$ cat config.mk
export PLATFORM = sky130hd
export DESIGN_NAME = vga_pixel_fetch_flat
export DESIGN_NICKNAME = d
export VERILOG_FILES = /design/src/rtl/vga_pixel_fetch_if.sv /design/src/rtl/vga_pixel_fetch.sv /design/src/flat_wrapper.sv
export SDC_FILE = /design/constraint.sdc
export NUM_CORES = 1
export LEC_CHECK = 0
export BUFFER_PORTS_ARGS = -buffer_cell sky130_fd_sc_hd__buf_2
export CORE_MARGIN = 4
export CORE_UTILIZATION = 58
export DETAILED_ROUTE_END_ITERATION = 6
export GPL_TIMING_DRIVEN = 0
export PLACE_DENSITY = 0.85
export SYNTH_ARGS = -nofsm -noshare
export SYNTH_HDL_FRONTEND = slang
export SYNTH_SLANG_ARGS = --single-unit
export TNS_END_PERCENT = 5
$ cat constraint.sdc
create_clock -name vga_clk -period 5.4 [get_ports vga_clk]
set_input_delay 0.27 -clock vga_clk [delete_from_list [all_inputs] [get_ports vga_clk]]
set_output_delay 0.27 -clock vga_clk [all_outputs]
set_load 0.1 [all_outputs]
$ cat src/rtl/vga_pixel_fetch_if.sv
// Frame-buffer read FIFO port of vga_pixel_fetch.
//   fifo_empty    FIFO has no data to pop
//   fifo_rd_data  popped pixel {r,g,b}, valid RD_LAT cycles after fifo_rd_en
//   fifo_rd_en    pop strobe
// master: the pixel fetch stage (consumer); slave: the FIFO.
interface vga_pixel_fetch_if;
    logic        fifo_empty;
    logic [23:0] fifo_rd_data;
    logic        fifo_rd_en;

    modport master (
        output fifo_rd_en,
        input  fifo_empty,
        input  fifo_rd_data
    );

    modport slave (
        input  fifo_rd_en,
        output fifo_empty,
        output fifo_rd_data
    );
endinterface

$ cat src/rtl/vga_pixel_fetch.sv
// Pixel fetch stage behind the 1080p VGA timing generator.
// Pops RGB pixels from the frame-buffer read FIFO while the timing generator
// asserts DE, re-aligns syncs/DE with the returned data, substitutes FILL_RGB
// on underflow, pulses frame_req once per frame, and keeps integrity stats.
// Ports:
//   vga_clk, rst_n          pixel clock, async active-low reset
//   tim_h_sync/v_sync/de    raw timing from the generator
//   fifo                    read FIFO port (master side)
//   frame_req               1-cycle DMA restart pulse after each v_sync rise
//   stat_clr                synchronous clear of the statistics below
//   h_sync, v_sync, de      timing delayed by RD_LAT+1 cycles
//   r, g, b                 registered pixel colour, aligned to de
//   underflow_cnt           saturating count of underflow pixels (ACTIVE only)
//   line_err                sticky: an active line was not H_ACT pixels long
//   frame_err               sticky: a frame did not have V_ACT active lines
module vga_pixel_fetch #(
    parameter int          H_ACT    = 1920,
    parameter int          V_ACT    = 1080,
    parameter int          RD_LAT   = 1,
    parameter logic [23:0] FILL_RGB = 24'h0
) (
    input  logic                    vga_clk,
    input  logic                    rst_n,
    input  logic                    tim_h_sync,
    input  logic                    tim_v_sync,
    input  logic                    tim_de,
    vga_pixel_fetch_if.master       fifo,
    output logic                    frame_req,
    input  logic                    stat_clr,
    output logic                    h_sync,
    output logic                    v_sync,
    output logic                    de,
    output logic [7:0]              r,
    output logic [7:0]              g,
    output logic [7:0]              b,
    output logic [15:0]             underflow_cnt,
    output logic                    line_err,
    output logic                    frame_err
);

    localparam int         L       = RD_LAT + 1;
    localparam logic [11:0] H_ACT_C = 12'(H_ACT);
    localparam logic [11:0] V_ACT_C = 12'(V_ACT);

    localparam logic [0:0] IDLE   = 1'b0;
    localparam logic [0:0] ACTIVE = 1'b1;

    logic [0:0]        state;
    logic              vs_d;
    logic              de_d;
    logic [L-1:0]      h_pipe;
    logic [L-1:0]      v_pipe;
    logic [L-1:0]      de_pipe;
    logic [RD_LAT-1:0] vld_pipe;
    logic [23:0]       rgb_q;
    logic [11:0]       pix_cnt;
    logic [11:0]       line_cnt;

    logic vs_rise;
    logic de_rise;
    logic de_fall;
    logic rd_en;
    logic uf_inc;
    logic line_ev;
    logic frame_ev;

    always_comb begin
        vs_rise  = tim_v_sync & ~vs_d;
        de_rise  = tim_de & ~de_d;
        de_fall  = ~tim_de & de_d;
        rd_en    = tim_de & ~fifo.fifo_empty & (state == ACTIVE);
        // IDLE fill pixels are expected, so only ACTIVE underflow is counted.
        uf_inc   = tim_de & fifo.fifo_empty & (state == ACTIVE);
        line_ev  = de_fall & (pix_cnt != H_ACT_C);
        // The partial frame before the first v_sync after reset is seen in IDLE.
        frame_ev = vs_rise & (state == ACTIVE) & (line_cnt != V_ACT_C);
    end

    assign fifo.fifo_rd_en = rd_en;
    assign h_sync          = h_pipe[L-1];
    assign v_sync          = v_pipe[L-1];
    assign de              = de_pipe[L-1];
    assign {r, g, b}       = rgb_q;

    always_ff @(posedge vga_clk or negedge rst_n) begin
        if (!rst_n) begin
            state         <= IDLE;
            vs_d          <= 1'b0;
            de_d          <= 1'b0;
            frame_req     <= 1'b0;
            h_pipe        <= '0;
            v_pipe        <= '0;
            de_pipe       <= '0;
            vld_pipe      <= '0;
            rgb_q         <= '0;
            pix_cnt       <= '0;
            line_cnt      <= '0;
            underflow_cnt <= '0;
            line_err      <= 1'b0;
            frame_err     <= 1'b0;
        end else begin
            vs_d      <= tim_v_sync;
            de_d      <= tim_de;
            frame_req <= vs_rise;
            if (vs_rise)
                state <= ACTIVE;

            h_pipe[0]   <= tim_h_sync;
            v_pipe[0]   <= tim_v_sync;
            de_pipe[0]  <= tim_de;
            for (int unsigned i = 1; i < L; i++) begin
                h_pipe[i]  <= h_pipe[i-1];
                v_pipe[i]  <= v_pipe[i-1];
                de_pipe[i] <= de_pipe[i-1];
            end
            vld_pipe[0] <= rd_en;
            for (int unsigned i = 1; i < RD_LAT; i++)
                vld_pipe[i] <= vld_pipe[i-1];

            // Stage RD_LAT-1 is the cycle where popped data is on the bus;
            // registering it lands the colour on the same cycle as de.
            if (!de_pipe[RD_LAT-1])
                rgb_q <= '0;
            else if (vld_pipe[RD_LAT-1])
                rgb_q <= fifo.fifo_rd_data;
            else
                rgb_q <= FILL_RGB;

            if (de_rise)
                pix_cnt <= 12'd1;
            else if (tim_de && pix_cnt != '1)
                pix_cnt <= pix_cnt + 12'd1;

            if (vs_rise)
                line_cnt <= '0;
            else if (de_fall && line_cnt != '1)
                line_cnt <= line_cnt + 12'd1;

            // A new event in the same cycle as stat_clr survives the clear.
            if (uf_inc) begin
                if (stat_clr)
                    underflow_cnt <= 16'd1;
                else if (underflow_cnt != '1)
                    underflow_cnt <= underflow_cnt + 16'd1;
            end else if (stat_clr) begin
                underflow_cnt <= '0;
            end
            line_err  <= line_ev  | (line_err  & ~stat_clr);
            frame_err <= frame_ev | (frame_err & ~stat_clr);
        end
    end

endmodule

$ cat src/flat_wrapper.sv
// flat-port wrapper written by rule: the top's interface ports become plain ports
module vga_pixel_fetch_flat 
#(
    parameter int          H_ACT    = 1920,
    parameter int          V_ACT    = 1080,
    parameter int          RD_LAT   = 1,
    parameter logic [23:0] FILL_RGB = 24'h0
)
  (vga_clk, rst_n, tim_h_sync, tim_v_sync, tim_de, frame_req, stat_clr, h_sync, v_sync, de, r, g, b, underflow_cnt, line_err, frame_err, fifo_fifo_rd_en, fifo_fifo_empty, fifo_fifo_rd_data);
  vga_pixel_fetch_if fifo_i ();
  input  logic vga_clk;
  input  logic rst_n;
  input  logic tim_h_sync;
  input  logic tim_v_sync;
  input  logic tim_de;
  output logic frame_req;
  input  logic stat_clr;
  output logic h_sync;
  output logic v_sync;
  output logic de;
  output logic [7:0] r;
  output logic [7:0] g;
  output logic [7:0] b;
  output logic [15:0] underflow_cnt;
  output logic line_err;
  output logic frame_err;
  output wire logic [$bits(fifo_i.fifo_rd_en)-1:0] fifo_fifo_rd_en;
  input wire logic [$bits(fifo_i.fifo_empty)-1:0] fifo_fifo_empty;
  input wire logic [$bits(fifo_i.fifo_rd_data)-1:0] fifo_fifo_rd_data;
  assign fifo_fifo_rd_en = fifo_i.fifo_rd_en;
  assign fifo_i.fifo_empty = fifo_fifo_empty;
  assign fifo_i.fifo_rd_data = fifo_fifo_rd_data;
  vga_pixel_fetch #(.H_ACT(H_ACT), .V_ACT(V_ACT), .RD_LAT(RD_LAT), .FILL_RGB(FILL_RGB)) u_core (.vga_clk(vga_clk), .rst_n(rst_n), .tim_h_sync(tim_h_sync), .tim_v_sync(tim_v_sync), .tim_de(tim_de), .fifo(fifo_i), .frame_req(frame_req), .stat_clr(stat_clr), .h_sync(h_sync), .v_sync(v_sync), .de(de), .r(r), .g(g), .b(b), .underflow_cnt(underflow_cnt), .line_err(line_err), .frame_err(frame_err));
endmodule
==> out/qor.yml, run 1 <==
portBuffers: 77
synth_top_flop_cell: "dfrtp_1"
drtPass1Iterations: 4
netlist_area_sq_mm: 0.003492
intPower_w: 0.0008732
endpoint_kind: "register"
max_stage_delay_ns: 0.86
io_pins: 78
dieArea_sq_mm: 0.007327
seq_area_frac_synth_pct: 53.74
coreArea_sq_mm: 0.005675
rsz0062_at_grt: "false"
combPwrFrac_pct: 15.4
async_flop_share_pct: 100.0
muxShareOfSynthArea_pct: 0.8957
grt_pass1_vias: 2991
cp_top_family: "simple AND/OR/NAND/NOR gates"
synthTopCellsByArea: "dfrtp_1 (54%), and3_1 (5.2%), o21ai_0 (3.0%)"
area_growth_pct: 19.46
reg2reg_slack_ns: 3.04
postCtsSetupBuffers: 0
initial_utilization_pct: 61.53
setup_viol: 0
min_period_ns: 2.360
finalNonFillerCells: 509
maxCapViolCount: 0
netlist.area_leader.share_pct: 53.74
synth_seq_cells: 75
cts_inserted_buffers: 9
grt_pass1_wl_microns: 14190
syn_area_per_cell_sq_um: 10.12
powerDensity_mw_per_mm2: 297.1
synth_edf_count: 0
slew_headroom_pct: 32.32
grtUsageTotal_pct: 24.26
path_buf_inv: 1
crit_chain: "ha_1 -> nand4_1 -> nor4_1 -> buf_4 -> o21ai_0 -> a21oi_1"
p_leak_nw: 2.041
clkTransAtPathRegs_ns: 0.08
power_frac_seq_pct: 49.5
yosysUniqueCellTypes: 53
fill_cells: 427
reg2reg_depth: 6
power_switching_w: 0.0003660
synth_area_leader_cell: "dfrtp_1"
post_drt_wl_per_cell_microns: 16.32
cts_tree: "built"
crit_fanout: 10
max-vdd-ir-drop_mv: 0.2152
drive_gt1_share_pct: 25.63
critical_path_arrival_ns: 2.63
setup_tns_ns: 0
critPathKind: "register to register"
drt_iter0_markers: 181
hold_buffers: 0
drtAntennaViolNets: 0
syn_inst: 345
clk_latency_ns: 0.35
r2r-start: "u_core.underflow_cnt[0]$_DFFE_PN0P_"
hold_viol_final: 0
fp-row-count: 27
clock-root-buffer: "clkbuf_8"
hpwl_microns: 6024
status: "finished clean"
die_x_microns: 85.60
tightest_slew_ns: 1.006
grt_max_degree: 76
dp_cells: 494
wl_microns: 8309
synth_compound_area_share_pct: 13.22
yosys.area_share.simple_pct: 25.44
die_y_microns: 85.60
htree_levels: 3
clock-sinks: 75
crit_path_start_kind: "register"
drc: 0
timing.hold.ws_ns: 0.04743
power.share.clock_pct: 35.2
dr_total_vias: 3087
fin_util_pct: 73.50
switching_share_pct: 29.54
vias_per_cell: 6.065
ys_warn_count: 0
synth_top_family_by_area: "simple AND/OR/NAND/NOR gates"
skew_ns: 0.009029
grt.overflow.total: 0
max_freq_ghz: 0.4238
cp.required_ns: 5.67
antenna_cells: 0
layout_setup_ws_ns: 3.040
place_ws_ns: 3.097
clk_path_buf_depth: 2
synth_xor_area_share_pct: 0.5016
r2r_end: "u_core.underflow_cnt[2]$_DFFE_PN0P_"
cp_slowest_cell: "nor4_1"
globalplace.congestion: 0.8684
synth_fa_ha_area_share_pct: 1.791
antenna_found_initial: 0
nets: 469
hold_path_class: "input pin to async pin"
min_period_over_period_pct: 43.70
slew_violations: 0
cts_resized: 0
synth_nets: 381
[synth_stat cells (3+ instances only)]
library cell / instances
and2_1: 3
nor3_1: 6
or3_2: 5
o311ai_0: 3
a21oi_1: 18
o21ai_0: 21
and3_1: 29
o41ai_1: 4
buf_2: 4
a22o_1: 3
a31oi_1: 3
nand3b_1: 3
or4_1: 4
clkbuf_1: 14
and4_1: 4
inv_1: 17
nand2_1: 23
nor2b_1: 3
nor2_1: 12
nor4_1: 7
or2_2: 3
o31ai_1: 7
dfrtp_1: 75
nand2b_1: 3
nand3_1: 19
nand4_1: 11
or3_1: 4
ha_1: 5
[registers in the layout, indices dropped and copies added (netlist names)]
register              cells
u_core.rgb_q             24
u_core.state              1
u_core.v_pipe             2
u_core.frame_req          1
u_core.frame_err          1
u_core.de_pipe            2
u_core.underflow_cnt     16
u_core.pix_cnt           12
u_core.vld_pipe           1
u_core.h_pipe             2
u_core.line_err           1
u_core.line_cnt          12
[cells in the final DEF, fill, tap and decap left out, types with 5 or more instances in the layout]
master,netlist,layout
or3_2,5,5
inv_1,17,17
nor3_1,6,6
a21oi_1,18,18
and3_1,29,29
clkbuf_1,14,14
ha_1,5,5
dfrtp_1,75,75
clkbuf_8,0,11
buf_2,4,80
nand3_1,19,19
o31ai_1,7,7
nand2_1,23,23
nand4_1,11,11
nor2_1,12,12
nor4_1,7,7
o21ai_0,21,21
[through the flow]
step | total power (W) | area, sq um
after detailed placement | 0.0008150 | 3970
after floorplan | 0.0007566 | 3492
after CTS | 0.001244 | 4172
after global placement | 0.0008058 | 3968
after global routing | 0.001298 | 4172
final | 0.001239 | 4172
[power by group through the flow]
stage	combinational [W]	sequential, W	clock (W)
finish	0.000191	0.000613	0.000436
global route	0.000207	0.000618	0.000473
CTS	0.000192	0.000613	0.000439
detailed placement	0.000191	0.000624	0
global placement	0.000184	0.000622	0
floorplan	0.0000693	0.000687	0
[metal layers]
| metal | wire [microns] | track usage, % | part of all wire [%] | up-vias |
|---|---|---|---|---|
| met5 | 0 | 0 | 0 | - |
| met4 | 127 | 7.914 | 1.5 | 0 |
| met3 | 561 | 4.899 | 6.8 | 16 |
| met2 | 4044 | 39.76 | 49 | 113 |
| met1 | 3576 | 32.49 | 43 | 1505 |
| li1 | - | - | - | 1453 |
[cell families after synthesis]
family                   after synthesis
flip-flops                            75
AO/OA/AOI/OAI                         72
multiplexers                           3
adder cells (fa/ha/maj)                5
XOR/XNOR                               2
AND/OR/NAND/NOR                      151
buffers and inverters                 37
[worst reg2reg max path, stage by stage, from the launching register on]
cell	delay, ns
dfrtp_1	0.43
ha_1	0.25
nand4_1	0.19
nor4_1	0.86
buf_4	0.30
o21ai_0	0.10
a21oi_1	0.15
[layout make-up]
class / instances / area (sq um) / area share, %
sequential: 75 / 1877 / 44.99
multi-input combinational: 233 / 1461 / 35.03
timing repair buffer: 77 / 387.9 / 9.298
clock buffer: 11 / 151.4 / 3.629
buffer: 20 / 90.09 / 2.160
tap: 72 / 90.09 / 2.160
inverter: 17 / 63.81 / 1.530
clock inverter: 4 / 50.05 / 1.200
[worst max-delay path by stage]
stage	startpoint	end	slack, ns	cells past startpoint
global placement	u_core.underflow_cnt[0]$_DFFE_PN0P_	u_core.underflow_cnt[3]$_DFFE_PN0P_	3.12	6
finish	u_core.underflow_cnt[0]$_DFFE_PN0P_	u_core.underflow_cnt[2]$_DFFE_PN0P_	3.04	6
CTS	u_core.underflow_cnt[0]$_DFFE_PN0P_	u_core.underflow_cnt[2]$_DFFE_PN0P_	3.07	6
floorplan	u_core.underflow_cnt[0]$_DFFE_PN0P_	u_core.underflow_cnt[2]$_DFFE_PN0P_	2.76	6
detailed placement	u_core.underflow_cnt[0]$_DFFE_PN0P_	u_core.underflow_cnt[2]$_DFFE_PN0P_	3.10	6
global route	u_core.underflow_cnt[0]$_DFFE_PN0P_	u_core.underflow_cnt[3]$_DFFE_PN0P_	2.73	6
(Power assumes the default switching activity.)
==> run 2, diff against run 1 <==
CORE_UTILIZATION = 49   (was 58)
PLACE_DENSITY = 0.76   (was 0.85)
clock period = 2.15 ns   (was 5.4 ns; I/O delays follow)
==> out/qor.yml, run 2 (synthesis results as in run 1) <==
drive_gt1_share_pct: 27.62
clock-sinks: 75
clk_path_buf_depth: 2
htree_levels: 3
cts_inserted_buffers: 9
intPower_w: 0.002296
final_common_cell: "buf_2"
drc: 0
fill_cells: 535
io_pins: 78
grt_max_degree: 51
grt_pass1_wl_microns: 13880
die_y_microns: 92.42
vias_per_cell: 5.487
power_frac_seq_pct: 47.7
grtUsageTotal_pct: 20.35
switching_share_pct: 29.09
power_switching_w: 0.0009421
skew_ns: 0.007080
area_growth_pct: 30.85
portBuffers: 77
fp-row-count: 30
postCtsSetupBuffers: 0
reg2reg_slack_ns: 0.15
maxCapViolCount: 0
cp_slowest_cell: "or4b_1"
final_cell_mix: "buf_2 (80), dfrtp_1 (62), and3_1 (29), dlygate4sd3_1 (29), nand2_1 (23)"
clkTransAtPathRegs_ns: 0.08
antenna_cells: 0
die_x_microns: 92.42
crit_path_start_kind: "register"
crit_chain: "nand4_1 -> or4b_1 -> clkbuf_1 -> or4_1 -> a21oi_1"
p_leak_nw: 2.175
power.total_w: 0.003238
max_stage_delay_ns: 0.55
grt_pass1_vias: 2908
hpwl_microns: 5515
combPwrFrac_pct: 16.0
max_freq_ghz: 0.4991
clk_latency_ns: 0.35
status: "finished clean"
setup_tns_ns: 0
largest_register: "u_core.rgb_q"
setup_viol: 0
hold_viol_final: 0
drt_iter0_markers: 132
powerDensity_mw_per_mm2: 708.7
cts_tree: "built"
crit_fanout: 8
min_period_over_period_pct: 93.19
fin_util_pct: 66.52
post_drt_wl_per_cell_microns: 14.72
rsz0062_at_grt: "false"
hold_path_class: "input pin to register"
largestRegisters: "u_core.rgb_q x24, u_core.underflow_cnt x16"
cp.required_ns: 2.42
tightest_slew_ns: 0.5400
slew_headroom_pct: 63.70
max-vdd-ir-drop_mv: 0.4403
coreArea_sq_mm: 0.006869
min_period_ns: 2.004
globalplace.congestion: 0.8423
nets: 498
critPathKind: "register to register"
slew_violations: 0
antenna_found_initial: 0
largest_register_ffs: 24
grt.overflow.total: 0
dr_total_vias: 3089
critical_path_arrival_ns: 2.27
initial_utilization_pct: 50.84
dieArea_sq_mm: 0.008541
drtAntennaViolNets: 0
power.share.clock_pct: 36.3
wl_microns: 8285
clock-root-buffer: "clkbuf_8"
drtPass1Iterations: 4
endpoint_kind: "register"
## run 2: changes by cell type in the layout (fill, tap and decap cells not counted), moves of 2 or more
cell           change
nor4_1             -2
dfrtp_2           +13
dlygate4sd3_1     +28
clkbuf_8           -2
dfrtp_1           -13
## run 2: final cells by class
class	instances	area, sq um	share of cell area (%)
buffer	20	90.09	1.972
inverter	17	63.81	1.396
clock buffer	10	127.6	2.793
sequential	75	1893	41.43
tap	96	120.1	2.629
multi-input combinational	233	1490	32.61
timing repair buffer	106	695.7	15.22
clock inverter	6	88.84	1.944
## run 2: per-layer routing
metal	GRT usage (%)	vias up	wire, microns
li1	-	1514	-
met1	26.40	1485	3638
met2	33.35	80	4119
met3	5.199	10	397
met4	6.559	0	131
met5	0	-	0
## run 2: critical path: cells and delay by family (launching register included)
family,cells,cell delay [ns]
simple gates,3,1.18
buf+inv,1,0.17
compound gates,1,0.16
flops,1,0.41
## run 2: final timing paths
kind,from,endpoint,depth (start not counted)
setup reg to reg,u_core.underflow_cnt[5]$_DFFE_PN0P_,u_core.underflow_cnt[15]$_DFFE_PN0P_,5
min in group asynchronous,rst_n,u_core.rgb_q[12]$_DFF_PN0_,2
max in group asynchronous,rst_n,u_core.underflow_cnt[0]$_DFFE_PN0P_,3
hold / removal,fifo_fifo_rd_data[11],u_core.rgb_q[11]$_DFF_PN0_,2
hold reg to reg,u_core.h_pipe[0]$_DFF_PN0_,u_core.h_pipe[1]$_DFF_PN0_,0
setup / recovery,u_core.underflow_cnt[5]$_DFFE_PN0P_,u_core.underflow_cnt[15]$_DFFE_PN0P_,5
## run 2: stage by stage
| stage | std cells | cell area [sq um] | hold slack, ns | worst slack [ns] |
|---|---|---|---|---|
| floorplan | 345 | 3515 | -0.1881 | -0.06073 |
| global placement | 518 | 4020 | 0.2316 | 0.1641 |
| detailed placement | 519 | 4050 | 0.04901 | 0.1433 |
| CTS | 562 | 4537 | 0.002568 | 0.1192 |
| global route | 563 | 4569 | 0.004607 | 0.04254 |
| finish | 563 | 4569 | 0.03235 | 0.1465 |
## run 2: what timing repair did
action | in CTS | in global routing
hold buffers | 27 | 1
hold endpoints to repair | 51 | 1
endpoints found under the setup margin | 0 | 11
gates resized for setup | 0 | 3
## run 2: power groups by stage
| stage | sequential (W) | clock (W) | combinational (W) |
|---|---|---|---|
| after floorplan | 0.00173 | 0 | 0.000174 |
| after global placement | 0.00156 | 0 | 0.000464 |
| after detailed placement | 0.00157 | 0 | 0.000479 |
| after CTS | 0.00154 | 0.00122 | 0.000518 |
| after global routing | 0.00156 | 0.00128 | 0.000565 |
| final | 0.00154 | 0.00118 | 0.000518 |
==> run 3, diff against run 2 <==
PLACE_DENSITY = default   (was 0.76)
PLACE_DENSITY_LB_ADDON = 0.15   (was default)
==> out/qor.yml, run 3 (synthesis results as in run 1) <==
reg2reg_depth: 6
nets: 485
die_x_microns: 92.42
reg2reg_slack_ns: 0.16
min-delay-start: "fifo_fifo_rd_data[17]"
grt.overflow.total: 0
post_drt_wl_per_cell_microns: 14.51
htree_levels: 3
r2r_end: "u_core.line_cnt[9]$_DFFE_PN0P_"
maxCapViolCount: 0
die_y_microns: 92.42
min_period_over_period_pct: 92.41
grt_pass1_vias: 2780
drt_iter0_markers: 164
crit_path_start_kind: "register"
globalplace.congestion: 0.8276
clk_path_buf_depth: 2
cp_top_family: "simple AND/OR/NAND/NOR gates"
max-vdd-ir-drop_mv: 0.4939
clk_latency_ns: 0.34
clock-sinks: 75
place_ws_ns: 0.09401
cts_inserted_buffers: 9
drive_gt1_share_pct: 28.63
cp_slowest_cell: "or4_1"
drtAntennaViolNets: 0
crit_fanout: 8
postCtsSetupBuffers: 0
grt_pass1_wl_microns: 13460
hpwl_microns: 5618
initial_utilization_pct: 50.84
clkTransAtPathRegs_ns: 0.08
power.total_w: 0.003089
max_freq_ghz: 0.5033
clock-root-buffer: "clkbuf_8"
layout_setup_ws_ns: 0.1632
p_leak_nw: 2.120
dieArea_sq_mm: 0.008541
holdPathStages: 2
holdPathEnd: "u_core.rgb_q[17]$_DFF_PN0_"
finalNonFillerCells: 550
final_cell_mix: "buf_2 (80), dfrtp_1 (62), and3_1 (29), nand2_1 (23), o21ai_0 (21)"
final_common_cell: "buf_2"
vias_per_cell: 5.504
rsz0062_at_grt: "true"
skew_ns: 0.004845
critPathKind: "register to register"
dr_total_vias: 3027
portBuffers: 77
fin_util_pct: 64.17
setup_viol: 0
setup_tns_ns: 0
area_growth_pct: 26.23
min_period_ns: 1.987
largest_register_ffs: 24
dp_cells: 519
cpMostUsedCell: "clkbuf_1"
antenna_found_initial: 0
grtUsageTotal_pct: 19.63
max_stage_delay_ns: 0.44
drtPass1Iterations: 4
r2r-start: "u_core.de_pipe[0]$_DFF_PN0_"
status: "finished clean"
grt_max_degree: 55
largest_register: "u_core.rgb_q"
hold_path_class: "input pin to register"
hold_viol_final: 0
slew_headroom_pct: 64.49
powerDensity_mw_per_mm2: 700.7
path_buf_inv: 2
crit_chain: "clkbuf_1 -> nand2b_1 -> or2_2 -> clkbuf_1 -> or4_1 -> a21oi_1"
drc: 0
slew_violations: 0
cp.required_ns: 2.41
endpoint_kind: "register"
fp-row-count: 30
tightest_slew_ns: 0.5283
coreArea_sq_mm: 0.006869
critical_path_arrival_ns: 2.25
wl_microns: 7982
largestRegisters: "u_core.rgb_q x24, u_core.underflow_cnt x16"
io_pins: 78
cts_tree: "built"
antenna_cells: 0
fill_cells: 568
[run 3: timing repair]
item | CTS | global route
endpoints found under the setup margin | 0 | 13
gates resized for setup | 0 | 4
hold buffers | 14 | 1
endpoints found under the hold margin | 88 | 1
[run 3: worst register-to-register path: stages, from the launching register on]
cell,delay [ns]
dfrtp_1,0.34
clkbuf_1,0.29
nand2b_1,0.19
or2_2,0.32
clkbuf_1,0.19
or4_1,0.44
a21oi_1,0.15
[run 3: worst max-delay path by stage]
stage	from	to	slack (ns)	cells after the start
3_3_place_gp	u_core.underflow_cnt[0]$_DFFE_PN0P_	u_core.underflow_cnt[3]$_DFFE_PN0P_	0.14	6
2_1_floorplan	u_core.underflow_cnt[6]$_DFFE_PN0P_	u_core.underflow_cnt[9]$_DFFE_PN0P_	-0.06	5
5_1_grt	u_core.de_pipe[0]$_DFF_PN0_	u_core.line_cnt[11]$_DFFE_PN0P_	-0.01	6
6_report	u_core.de_pipe[0]$_DFF_PN0_	u_core.line_cnt[9]$_DFFE_PN0P_	0.16	6
3_5_place_dp	u_core.underflow_cnt[0]$_DFFE_PN0P_	u_core.underflow_cnt[3]$_DFFE_PN0P_	0.09	6
4_1_cts	u_core.underflow_cnt[0]$_DFFE_PN0P_	u_core.underflow_cnt[3]$_DFFE_PN0P_	0.07	6
[run 3: area by class of cell]
class,count,area [sq um],share of cell area [%]
sequential,75,1893,42.95
multi-input combinational,233,1483,33.64
tap,96,120.1,2.725
clock buffer,9,123.9,2.810
buffer,20,91.34,2.072
timing repair buffer,93,565.5,12.83
inverter,17,63.81,1.448
clock inverter,7,67.56,1.533
[run 3: metrics by stage]
stage	instance area (sq um)	hold slack, ns
after floorplan	3515	-0.1881
after global placement	4020	0.2266
after detailed placement	4050	0.02094
after CTS	4382	0.0006567
after global routing	4408	0.001785
final	4408	0.01498
[run 3: power breakdown]
group | internal (W) | switching [W]
Sequential | 0.00148 | 0.0000631
Combinational | 0.000149 | 0.000350
Clock | 0.000534 | 0.000517
[run 3: layer usage]
layer	wire length (microns)	vias up	GRT usage (%)
li1	-	1487	-
met1	3587	1455	26.18
met2	3880	72	32.27
met3	441	13	5.524
met4	73	0	3.713
met5	0	-	0
